[config.mk]
export PLATFORM = sky130hd
export DESIGN_NAME = averaging_filter
export DESIGN_NICKNAME = d
export VERILOG_FILES = /design/src/rtl/averaging_filter.sv
export SDC_FILE = /design/constraint.sdc
export NUM_CORES = 1
export LEC_CHECK = 0
export ABC_CLOCK_PERIOD_IN_PS = 5900
export CAP_MARGIN = 10
export CORE_MARGIN = 4
export CORE_UTILIZATION = 49
export DETAILED_ROUTE_END_ITERATION = 12
export PLACE_DENSITY = 0.68
export SKIP_CTS_REPAIR_TIMING = 1
export SLEW_MARGIN = 10
export SYNTH_ARGS = -nofsm -noshare
export SYNTH_HDL_FRONTEND = slang
export SYNTH_SLANG_ARGS = --single-unit
[constraint.sdc]
create_clock -name clk -period 5.9 [get_ports clk]
set_clock_uncertainty 0.2 [all_clocks]
set_input_delay 1.77 -clock clk [delete_from_list [all_inputs] [get_ports clk]]
set_output_delay 1.77 -clock clk [all_outputs]
set_load 0.02 [all_outputs]
[src/rtl/averaging_filter.sv]
// rtl/averaging_filter.sv - single-channel moving-average filter over the last 2^N samples
module averaging_filter #(
  parameter int DATA_W = 24,
  parameter int N      = 3
) (
  input  logic              clk,
  input  logic              reset,
  input  logic              in_valid,
  input  logic [DATA_W-1:0] in_data,
  input  logic              filter_en,
  output logic              out_valid,
  output logic [DATA_W-1:0] out_data,
  output logic              primed
);

  localparam int DEPTH = 1 << N;

  typedef enum logic {PRIME, RUN} state_t;

  state_t            state_q, state_d;
  logic [N:0]        count_q, count_d;
  logic [N-1:0]      wr_ptr_q, wr_ptr_d;
  logic [DATA_W-1:0] acc_q, acc_d;
  logic [DATA_W-1:0] scaled, oldest;
  logic              out_valid_q;
  logic [DATA_W-1:0] out_data_q, out_data_d;
  logic [DATA_W-1:0] hist_q [DEPTH];

  // Samples are stored pre-divided so the window sum is already the average.
  assign scaled = $signed(in_data) >>> N;
  assign oldest = hist_q[wr_ptr_q];

  always_ff @(posedge clk) begin
    if (reset) state_q <= PRIME;
    else       state_q <= state_d;
  end

  always_comb begin
    state_d = state_q;
    if (state_q == PRIME && in_valid && count_q == (N+1)'(DEPTH - 1))
      state_d = RUN;
  end

  always_comb begin
    primed    = (state_q == RUN);
    out_valid = out_valid_q;
    out_data  = out_data_q;
  end

  always_comb begin
    acc_d      = acc_q + scaled - ((state_q == RUN) ? oldest : '0);
    wr_ptr_d   = wr_ptr_q + N'(1);
    count_d    = (state_q == PRIME) ? count_q + (N+1)'(1) : count_q;
    out_data_d = filter_en ? acc_d : in_data;
  end

  always_ff @(posedge clk) begin
    if (reset) begin
      acc_q       <= '0;
      wr_ptr_q    <= '0;
      count_q     <= '0;
      out_valid_q <= 1'b0;
      out_data_q  <= '0;
    end else if (in_valid) begin
      acc_q       <= acc_d;
      wr_ptr_q    <= wr_ptr_d;
      count_q     <= count_d;
      out_valid_q <= 1'b1;
      out_data_q  <= out_data_d;
    end else begin
      out_valid_q <= 1'b0;
    end
  end

  // Oldest entry is read combinationally above, so this write is read-before-write.
  always_ff @(posedge clk) begin
    if (!reset && in_valid) hist_q[wr_ptr_q] <= scaled;
  end

endmodule

* Word level (Yosys, flattened, before mapping) *
Memory sizes are Yosys's and may differ from the RTL's. A register that Yosys moved wholly into a read port is not among the register bits.
Index checks and enable logic that the tools add are counted.

storage, ports and cells
  input bits = 28
  latch bits = 0
  output and inout bits = 26
  memories = 1
  ROM bits = 0
  memory bits (writable) = 192
  flip-flop bits (word level) = 57

cells by class
  reductions and logical operators = 5
  muxes and demuxes = 7
  add/sub/neg operators = 4
  shifts and indexed selects = 0
  magnitude comparators = 0
  $mul = 0
  divide/modulo/power cells = 0
  eq/ne operators = 1
  bitwise gates (word level) = 1

memory list
  name    depth  bits a word  read ports  clocked after memory_dff  wr ports  RTL line  text
  hist_q  8      24           1           1                         1         27        logic [DATA_W-1:0] hist_q [DEPTH];

operator list
  kind                                            count
  2-to-1 mux 24 bit                               2
  adder 24 bit                                    1
  subtractor 24 bit                               1
  2-to-1 mux 3 bit                                2
  adder 4 x 1 -> 4 bit (second input constant)    1
  == test 4 x 3 -> 1 bit (second input constant)  1
  adder 3 x 1 -> 3 bit (second input constant)    1
  logical AND 1 bit                               3
  2-to-1 mux 1 bit                                3
  AND reduction 2 bit                             1
  logical NOT 1 bit                               1
  NOT 1 bit                                       1

* Depth between registers and ports, before layout *
Gate-level depths: netlist of the first run.

  word-level depth = 4
  gate-level depth with buffers = 15
  gate-level depth less buffers = 13

* Worst setup path before layout of the first run *
Ideal clock, no wire load.

  kind = input -> register
  start = input reset
  end = memory hist_q[0][0] (enable)
  required time = 5.248 ns
  setup time = 0.452 ns
  setup slack = 0.933 ns
  buffers on the path = 2
  stages = 4
  arrival = 4.315 ns
  cells stage by stage = clkbuf_1 -> nand2b_1 -> clkbuf_1 -> nor4_1

on the way
  word-level cells in the longest chain between the ends = 4

RTL lines
  item                                    RTL line  text
  start: declaration                      7         input logic reset,
  logical NOT 1 bit                       77        if (!reset && in_valid) hist_q[wr_ptr_q] <= scaled;
  logical AND 1 bit                       77
  2-to-1 mux 1 bit                        77
  2-to-1 mux 1 bit (not written as such)  77
  end: declaration                        27

No other way between the ends.

* Worst setup path in the final report of the first run *
  start = input in_data[4]
  end = register acc_q[21]

on the way
  word-level cells in the longest chain between the ends = 2

RTL lines
  item                    RTL line  text
  start: declaration      9         input logic [DATA_W-1:0] in_data,
  adder 24 bit            51        acc_d = acc_q + scaled - ((state_q == RUN) ? oldest : '0);
  subtractor 24 bit       51
  end signal: assignment  59        acc_q <= '0;
  end signal: assignment  65        acc_q <= acc_d;
  end: declaration        23        logic [DATA_W-1:0] acc_q, acc_d;

No other way between the ends.
A chain may end at the register's enable or synchronous reset.

==> flow_summary.ini, run 1 <==
[outcome]
status = finished clean

[setup_path]
arrival_ns = 5.11
crit_start = in_data[4]
cp-start-kind = primary input
critPathMaxFanout = 10
critPathKind = in -> reg
end_kind = register
r2r_cells = 13
cp.required_ns = 6.10

[logic_synthesis]
synth_nets = 936
synth_edf_count = 168
synthFlopType = edfxtp_1
synth_cells = 858
synth.yosys.seq_area_share = 0.563
ys_types = 72
ys.warnings.count = 0
synth_seq_cells = 228
avgSynthCellArea_um2 = 12.9
syn-cell-area_um2 = 11100
async_reset_ff_frac = 0

[placed_design]
placed_area_um2 = 12100
place_ws_ns = 0.478
port_buffers = 53
gp_congestion = 0.918
dp_hpwl_um = 17600

[sta]
max_freq_ghz = 0.204
setup_violations = 0
finalWorstSetupSlack_ns = 0.993
tightest_slew_ns = 1.12
relSlewSlack = 0.245
rsz0062_at_grt = no
hold_viol = 0
finalCritPeriodShare = 0.832
slew_viol_final = 0
min_period_ns = 4.91
tns_ns = 0

[clock_tree]
cts-root-buf = clkbuf_16
cts_buffers = 24
clk_path_buf_depth = 3
clk_pin_slew_ns = 0.06
htree_levels = 1
cts_tree = done
clk_latency_ns = 0.51
cts_sinks = 228

[cells_and_area]
finalNetCount = 1008
insertedDiodeCount = 0
drive_gt1_frac = 0.152
final_cell_area_um2 = 13000
fillers = 1767
area_growth_pct = 16.9

[grt]
grt_max_degree = 67
grt_pass1_wl_um = 40600
antenna_found_initial = 0
grtUsageTotal = 0.212
grt_pass1_vias = 7092
grt_overflow = 0

[power_and_ir_drop]
p_leak_nw = 4.68
powerDensity_nw_per_um2 = 418
vdd_drop_max_v = 0.000276
finalPower_mw = 5.42

[floorplanning]
ios = 54
core_region_area_um2 = 22000
rows = 54
fp.dieW_um = 158
die_area_um2 = 25100
start_util = 0.504
die_y_um = 158

[worst_hold_path]
hold_depth = 2
min_from = acc_q[20]$_SDFFE_PP0P_
hp-class = reg -> reg

[routing]
vias = 7042
wl_um = 26100
drt-wirelength-per-cell_um = 21.3
drt_iter0_markers = 495
ant_nets = 0
drcViolationCount = 0
viasPerCell = 5.73
firstDrtPassIters = 5

[run]
maxCapViolations = 0
## state kept, by name, summed over array words and instances, names as in the netlist, named ones only
signal,cells
out_data,24
acc_q,24
wr_ptr_q,3
count_q,4
hist_q,168
primed,1
out_valid,1
## stage by stage
stage          cells   util  hold slack, ns
2_1_floorplan    858      -           0.225
3_3_place_gp    1184  0.550           0.238
3_5_place_dp    1184  0.550           0.244
4_1_cts         1228  0.589           0.252
5_1_grt         1228  0.589           0.301
6_report        1228  0.589           0.248
## metal layers
layer | track usage | part of all wire | vias to the layer above
met5 | 0 | 0 | -
met4 | 0.0500 | 0.025 | 0
met3 | 0.0315 | 0.046 | 38
met2 | 0.358 | 0.49 | 189
met1 | 0.294 | 0.44 | 3504
li1 | - | - | 3311
## worst paths after layout
kind | end | slack, ns
setup / recovery | acc_q[21]$_SDFFE_PP0P_ | 0.99
hold reg to reg | acc_q[20]$_SDFFE_PP0P_ | 0.25
setup reg to reg | acc_q[23]$_SDFFE_PP0P_ | 1.19
hold / removal | acc_q[20]$_SDFFE_PP0P_ | 0.25
## layout make-up
type                            instances  area [um2]  share of cell area
Clock buffer                           34         711              0.0548
Clock inverter                         10         148              0.0114
Inverter                               98         368              0.0284
Multi-Input combinational cell        489        4350               0.335
Sequential cell                       228        6250               0.482
Tap cell                              280         350              0.0270
Timing Repair Buffer                   89         803              0.0619
## critical path, cell delays in order
cell	delay, ns
clkdlybuf4s50_1	0.65
inv_1	0.11
fa_1	0.54
inv_1	0.07
ha_1	0.29
a21oi_1	0.25
nor3b_1	0.10
buf_4	0.15
o21ai_1	0.36
a211oi_2	0.19
or3_1	0.37
a32o_1	0.26
## cell usage after synthesis, drive strengths merged, types with 3 or more instances
master | instances | share of area
xnor2 | 10 | 0.0079
mux4 | 42 | 0.085
o21ai | 37 | 0.017
xor2 | 7 | 0.0055
and2 | 4 | 0.0025
nor3 | 17 | 0.0077
a21o | 9 | 0.0061
dfxtp | 60 | 0.11
and3 | 4 | 0.0023
nand2 | 28 | 0.0097
a21oi | 31 | 0.015
a31oi | 10 | 0.0070
a211oi | 18 | 0.014
edfxtp | 168 | 0.45
o211ai | 6 | 0.0041
nand2b | 6 | 0.0034
o21a | 3 | 0.0020
a32o | 3 | 0.0027
nor2b | 26 | 0.015
nand3 | 16 | 0.0072
clkbuf | 25 | 0.0085
mux2i | 36 | 0.032
buf | 18 | 0.0082
or3 | 7 | 0.0039
nor2 | 61 | 0.021
a311oi | 3 | 0.0024
mux2 | 3 | 0.0034
fa | 23 | 0.041
nor3b | 4 | 0.0027
ha | 27 | 0.030
nand4 | 10 | 0.0056
inv | 97 | 0.033
o2111ai | 3 | 0.0024
## logic make-up (layout without fill, tap and decap cells)
logic type                 Yosys count  after routing  synth area share
AOI/OAI and AO/OA                  149            149            0.0942
xor gates and xnor gates            17             17            0.0134
adders and majority gates           50             50            0.0719
buffers and inverters              141            231            0.0498
DFF                                228            228             0.563
muxes                               81             81             0.121
and+or+nand+nor                    192            192            0.0866
## cells in the final DEF, fill, tap and decap left out, types with 27 or more instances in the layout
master	count
dfxtp_1	58
clkdlybuf4s50_1	51
nor2_1	58
edfxtp_1	168
inv_1	97
nand2_1	27
ha_1	27
a21oi_1	29
o21ai_0	31
mux4_2	42
buf_4	35
mux2i_1	36
## power breakdown
part           switching, mW  total (mW)  internal (mW)
Combinational           1.14        1.91          0.762
Clock                  0.597        1.61           1.01
Sequential            0.0665        1.90           1.84
Total                   1.81        5.42           3.61
Note: power is estimated with default switching activity, not from simulation.
==> inputs of run 2 (changes only) <==
--- a/config.mk
+++ b/config.mk
@@ -5,7 +5,7 @@
 export SDC_FILE = /design/constraint.sdc
 export NUM_CORES = 1
 export LEC_CHECK = 0
-export ABC_CLOCK_PERIOD_IN_PS = 5900
+export ABC_CLOCK_PERIOD_IN_PS = 4900
 export CAP_MARGIN = 10
 export CORE_MARGIN = 4
 export CORE_UTILIZATION = 49
==> constraint.sdc (replaced) <==
create_clock -name clk -period 4.9 [get_ports clk]
set_clock_uncertainty 0.2 [all_clocks]
set_input_delay 1.47 -clock clk [delete_from_list [all_inputs] [get_ports clk]]
set_output_delay 1.47 -clock clk [all_outputs]
set_load 0.02 [all_outputs]
==> run 2 against run 1 <==
Compared with the run above:
- setup slack lost 0.47 ns
- sequential power grew 21%
- wire length grew 3.1%
- count of clock-buffer cells in the layout shrank 8
- utilization grew 1.5 points
- power grew 25%
- critical path type unchanged
- largest power group unchanged
==> flow_summary.ini, run 2 (same netlist as run 1, synthesis figures left out) <==
[clock_tree]
cts_sinks = 228
cts_buffers = 24
cts_tree = done
clk_pin_slew_ns = 0.06
htree_levels = 1
cts-root-buf = clkbuf_16
clk_path_buf_depth = 3
clk_latency_ns = 0.51

[placed_design]
port_buffers = 53
gp_congestion = 0.940
dp_hpwl_um = 18700
place_ws_ns = 0.0328

[sta]
tns_ns = 0
min_period_ns = 4.38
setup_violations = 0
max_freq_ghz = 0.228
relSlewSlack = 0.482
rsz0062_at_grt = no
finalCritPeriodShare = 0.894
finalWorstSetupSlack_ns = 0.520
slew_viol_final = 0
tightest_slew_ns = 0.775
hold_viol = 0

[floorplanning]
fp.dieW_um = 158
die_y_um = 158
core_region_area_um2 = 22000
ios = 54
start_util = 0.504
rows = 54
die_area_um2 = 25100

[setup_path]
crit_start = in_data[11]
worstPathCellList = clkdlybuf4s50_1 > inv_1 > fa_1 > inv_1 > ha_1 > and4_1 > and3_1 > o21ai_0 > a21oi_1 > o311ai_0 > o21ai_0
cp_top_family = compound AO/OA/AOI/OAI gates
cp_slowest_stage_delay_ns = 0.57
crit_buf_inv = 3
regToRegSetupSlack_ns = 0.59
cp-start-kind = primary input
slowest_stage = o311ai_0
arrival_ns = 4.55
end_kind = register
critPathKind = in -> reg
cp.required_ns = 5.07
critPathMaxFanout = 8

[routing]
viasPerCell = 5.61
wl_um = 26900
drt_iter0_markers = 438
drcViolationCount = 0
firstDrtPassIters = 5
vias = 7142
ant_nets = 0
drt-wirelength-per-cell_um = 21.2

[run]
maxCapViolations = 0

[cells_and_area]
fin_util = 0.604
fillers = 1753
top_register = hist_q
layout_commonest_cell = edfxtp_1
finalNetCount = 1052
largest_register_ff_count = 168
mostFrequentLayoutCells = 168 x edfxtp_1, 97 x inv_1, 78 x buf_4
drive_gt1_frac = 0.192
area_growth_pct = 19.9
insertedDiodeCount = 0

[worst_hold_path]
hp-class = reg -> reg
min_from = acc_q[18]$_SDFFE_PP0P_

[grt]
grtUsageTotal = 0.220
grt_max_degree = 55
antenna_found_initial = 0
grt_pass1_wl_um = 41900
grt_pass1_vias = 7317
grt_overflow = 0

[power_and_ir_drop]
finalPower_mw = 6.78
vdd_drop_max_v = 0.000304
p_leak_nw = 4.89
powerDensity_nw_per_um2 = 510

[outcome]
status = finished clean
run 2: cell count changes in the layout (fill, tap and decap cells not counted), sizes merged:
cell and delta:
buf +44, bufinv +1, clkbuf -8, clkinv +6, clkinvlp +1
run 2: final cells by class:
cell class | instances | area [um2] | area share
clock buffers | 26 | 639 | 0.0481
clock inverters | 18 | 221 | 0.0166
inverters | 98 | 368 | 0.0276
multi-input cells | 489 | 4330 | 0.325
flip-flops and latches | 228 | 6250 | 0.470
well taps | 280 | 350 | 0.0263
repair buffers | 133 | 1150 | 0.0861
run 2: tightest hold or removal path, cell delays in order, from the launching register on:
cell and delay (ns):
dfxtp_1 0.33, nand2_1 0.04, o21ai_0 0.06
run 2: where the power goes:
group          total [mW]  internal (mW)  switching [mW]
Sequential           2.29           2.21          0.0786
Clock                1.95           1.21           0.749
Combinational        2.54           1.09            1.45
run 2: worst paths after layout:
kind                                                  end  depth (start not counted)
worst max-delay path               acc_q[15]$_SDFFE_PP0P_                         11
worst min-delay path               acc_q[18]$_SDFFE_PP0P_                          2
worst max register to register  out_data[22]$_SDFFE_PP0P_                         13
worst min register to register     acc_q[18]$_SDFFE_PP0P_                          2
run 2: metrics by stage:
step | hold slack, ns | cells | area, um2
6_report | 0.257 | 1272 | 13300
3_5_place_dp | 0.246 | 1228 | 12400
3_3_place_gp | 0.239 | 1228 | 12400
4_1_cts | 0.258 | 1272 | 13300
2_1_floorplan | 0.225 | 858 | 11100
5_1_grt | 0.260 | 1272 | 13300
run 2: per-layer routing:
metal	global-route usage	routed length, um	share of wire
met1	0.314	12000	0.45
met2	0.363	12900	0.48
met3	0.0239	1270	0.047
met4	0.0569	739	0.027
met5	0	0	0
==> inputs of run 3 (changes only) <==
--- a/config.mk
+++ b/config.mk
@@ -5,11 +5,12 @@
 export SDC_FILE = /design/constraint.sdc
 export NUM_CORES = 1
 export LEC_CHECK = 0
-export ABC_CLOCK_PERIOD_IN_PS = 4900
+export ABC_CLOCK_PERIOD_IN_PS = 5500
 export CAP_MARGIN = 10
 export CORE_MARGIN = 4
 export CORE_UTILIZATION = 49
 export DETAILED_ROUTE_END_ITERATION = 12
+export MAX_ROUTING_LAYER = met4
 export PLACE_DENSITY = 0.68
 export SKIP_CTS_REPAIR_TIMING = 1
 export SLEW_MARGIN = 10
==> constraint.sdc (replaced) <==
create_clock -name clk -period 5.5 [get_ports clk]
set_clock_uncertainty 0.2 [all_clocks]
set_input_delay 1.65 -clock clk [delete_from_list [all_inputs] [get_ports clk]]
set_output_delay 1.65 -clock clk [all_outputs]
set_load 0.02 [all_outputs]
==> run 3 against run 2 <==
Compared with the run above:
- non-clock buffer count fell by 42
- critical path type unchanged
- sequential share of layout area rose by 1.5 points
- cell count fell by 3.5%
==> flow_summary.ini, run 3 (same netlist as run 1, synthesis figures left out) <==
[placed_design]
placed_area_um2 = 12100
place_ws_ns = 0.0133
gp_congestion = 0.990
dp_hpwl_um = 17400
port_buffers = 53
dpl.cell_count = 1186

[setup_path]
end_kind = register
critPathMaxFanout = 9
cp.required_ns = 5.69
critPathKind = in -> reg
arrival_ns = 5.28
cp-start-kind = primary input

[power_and_ir_drop]
swShare = 0.338
clock_power_share = 0.284
powerDensity_nw_per_um2 = 446
p_leak_nw = 4.63
switching_power_mw = 1.95
combPwrFrac = 0.363
vdd_drop_max_v = 0.000327
finalPower_mw = 5.76
p_int_mw = 3.81
p_seq_frac = 0.352

[cells_and_area]
fillers = 1784
final_cell_area_um2 = 12900
largest_register_ff_count = 168
mostFrequentLayoutCells = 168 x edfxtp_1, 97 x inv_1, 58 x nor2_1, 58 x dfxtp_1, 51 x clkdlybuf4s50_1
finalNetCount = 1009
top_register = hist_q
fin_util = 0.586
area_growth_pct = 16.3
insertedDiodeCount = 0
drive_gt1_frac = 0.149
fin_cells = 1227
layout_commonest_cell = edfxtp_1

[grt]
grt_max_degree = 67
antenna_found_initial = 0
grt_pass1_vias = 7135
grtUsageTotal = 0.220
grt_overflow = 0
grt_pass1_wl_um = 41000

[clock_tree]
clk_pin_slew_ns = 0.06
cts_buffers = 23
cts_sinks = 228
cts-root-buf = clkbuf_16
clk_latency_ns = 0.51
clk_path_buf_depth = 3
cts_tree = done
htree_levels = 1

[sta]
max_freq_ghz = 0.197
slew_viol_final = 0
hold_viol = 0
tns_ns = 0
min_period_ns = 5.08
setup_violations = 0
rsz0062_at_grt = no
whs_ns = 0.255
relSlewSlack = 0.332
finalCritPeriodShare = 0.924
finalWorstSetupSlack_ns = 0.419
tightest_slew_ns = 0.989

[routing]
drt_iter0_markers = 575
drt-wirelength-per-cell_um = 21.4
ant_nets = 0
firstDrtPassIters = 5
vias = 7049
wl_um = 26200
drcViolationCount = 0
viasPerCell = 5.74

[worst_hold_path]
hp-class = reg -> reg

[floorplanning]
die_y_um = 158
start_util = 0.504
fp.dieW_um = 158
core_region_area_um2 = 22000
ios = 54
rows = 54
die_area_um2 = 25100

[run]
maxCapViolations = 0

[outcome]
status = finished clean
run 3: changes by cell type in the layout (fill, tap and decap cells not counted), moves of 2 or more:
cell and change:
buf_12 -2, nor2_4 +3, buf_4 -40, clkinv_2 -3
nor2_2 -3, clkinv_4 -2, clkbuf_16 -2, clkbuf_1 +4
run 3: layout make-up:
| cell class | count | area (um2) | share of cell area |
|---|---|---|---|
| multi-input combinational | 489 | 4350 | 0.337 |
| sequential | 228 | 6250 | 0.484 |
| timing repair buffer | 91 | 806 | 0.0624 |
| clock buffer | 27 | 591 | 0.0458 |
| inverter | 98 | 368 | 0.0285 |
| tap | 280 | 350 | 0.0272 |
| clock inverter | 14 | 195 | 0.0151 |
run 3: power by group through the flow:
| stage | sequential (mW) | combinational [mW] | clock, mW |
|---|---|---|---|
| detailed placement | 2.07 | 2.06 | 0 |
| finish | 2.03 | 2.09 | 1.64 |
| global route | 2.04 | 2.30 | 1.74 |
| global placement | 2.06 | 2.05 | 0 |
| floorplan | 2.10 | 1.43 | 0 |
| CTS | 2.03 | 2.07 | 1.67 |
run 3: final timing paths:
kind                                             start                endpoint  slack [ns]  depth (start not counted)
worst max-delay path                        in_data[6]  acc_q[15]$_SDFFE_PP0P_        0.42                         13
worst min-delay path            acc_q[20]$_SDFFE_PP0P_  acc_q[20]$_SDFFE_PP0P_        0.25                          2
worst max register to register                register  acc_q[15]$_SDFFE_PP0P_        0.63                         14
worst min register to register  acc_q[20]$_SDFFE_PP0P_  acc_q[20]$_SDFFE_PP0P_        0.25                          2
run 3: worst max-delay path, stage by stage:
cell and delay, ns:
clkdlybuf4s50_1 0.60, inv_1 0.15, fa_1 0.56, inv_1 0.04, ha_1 0.35, nand2_2 0.10, nor3b_1 0.05, buf_4 0.15
o21ai_0 0.36, a21oi_1 0.12, o311ai_0 0.83, buf_4 0.23, o21ai_0 0.06
run 3: routing by layer:
layer | track usage | vias up | routed length (um)
met5 | - | - | 0
met4 | 0.0520 | 0 | 605
met3 | 0.0234 | 37 | 1440
met2 | 0.364 | 204 | 13200
met1 | 0.296 | 3492 | 11000
li1 | - | 3316 | -
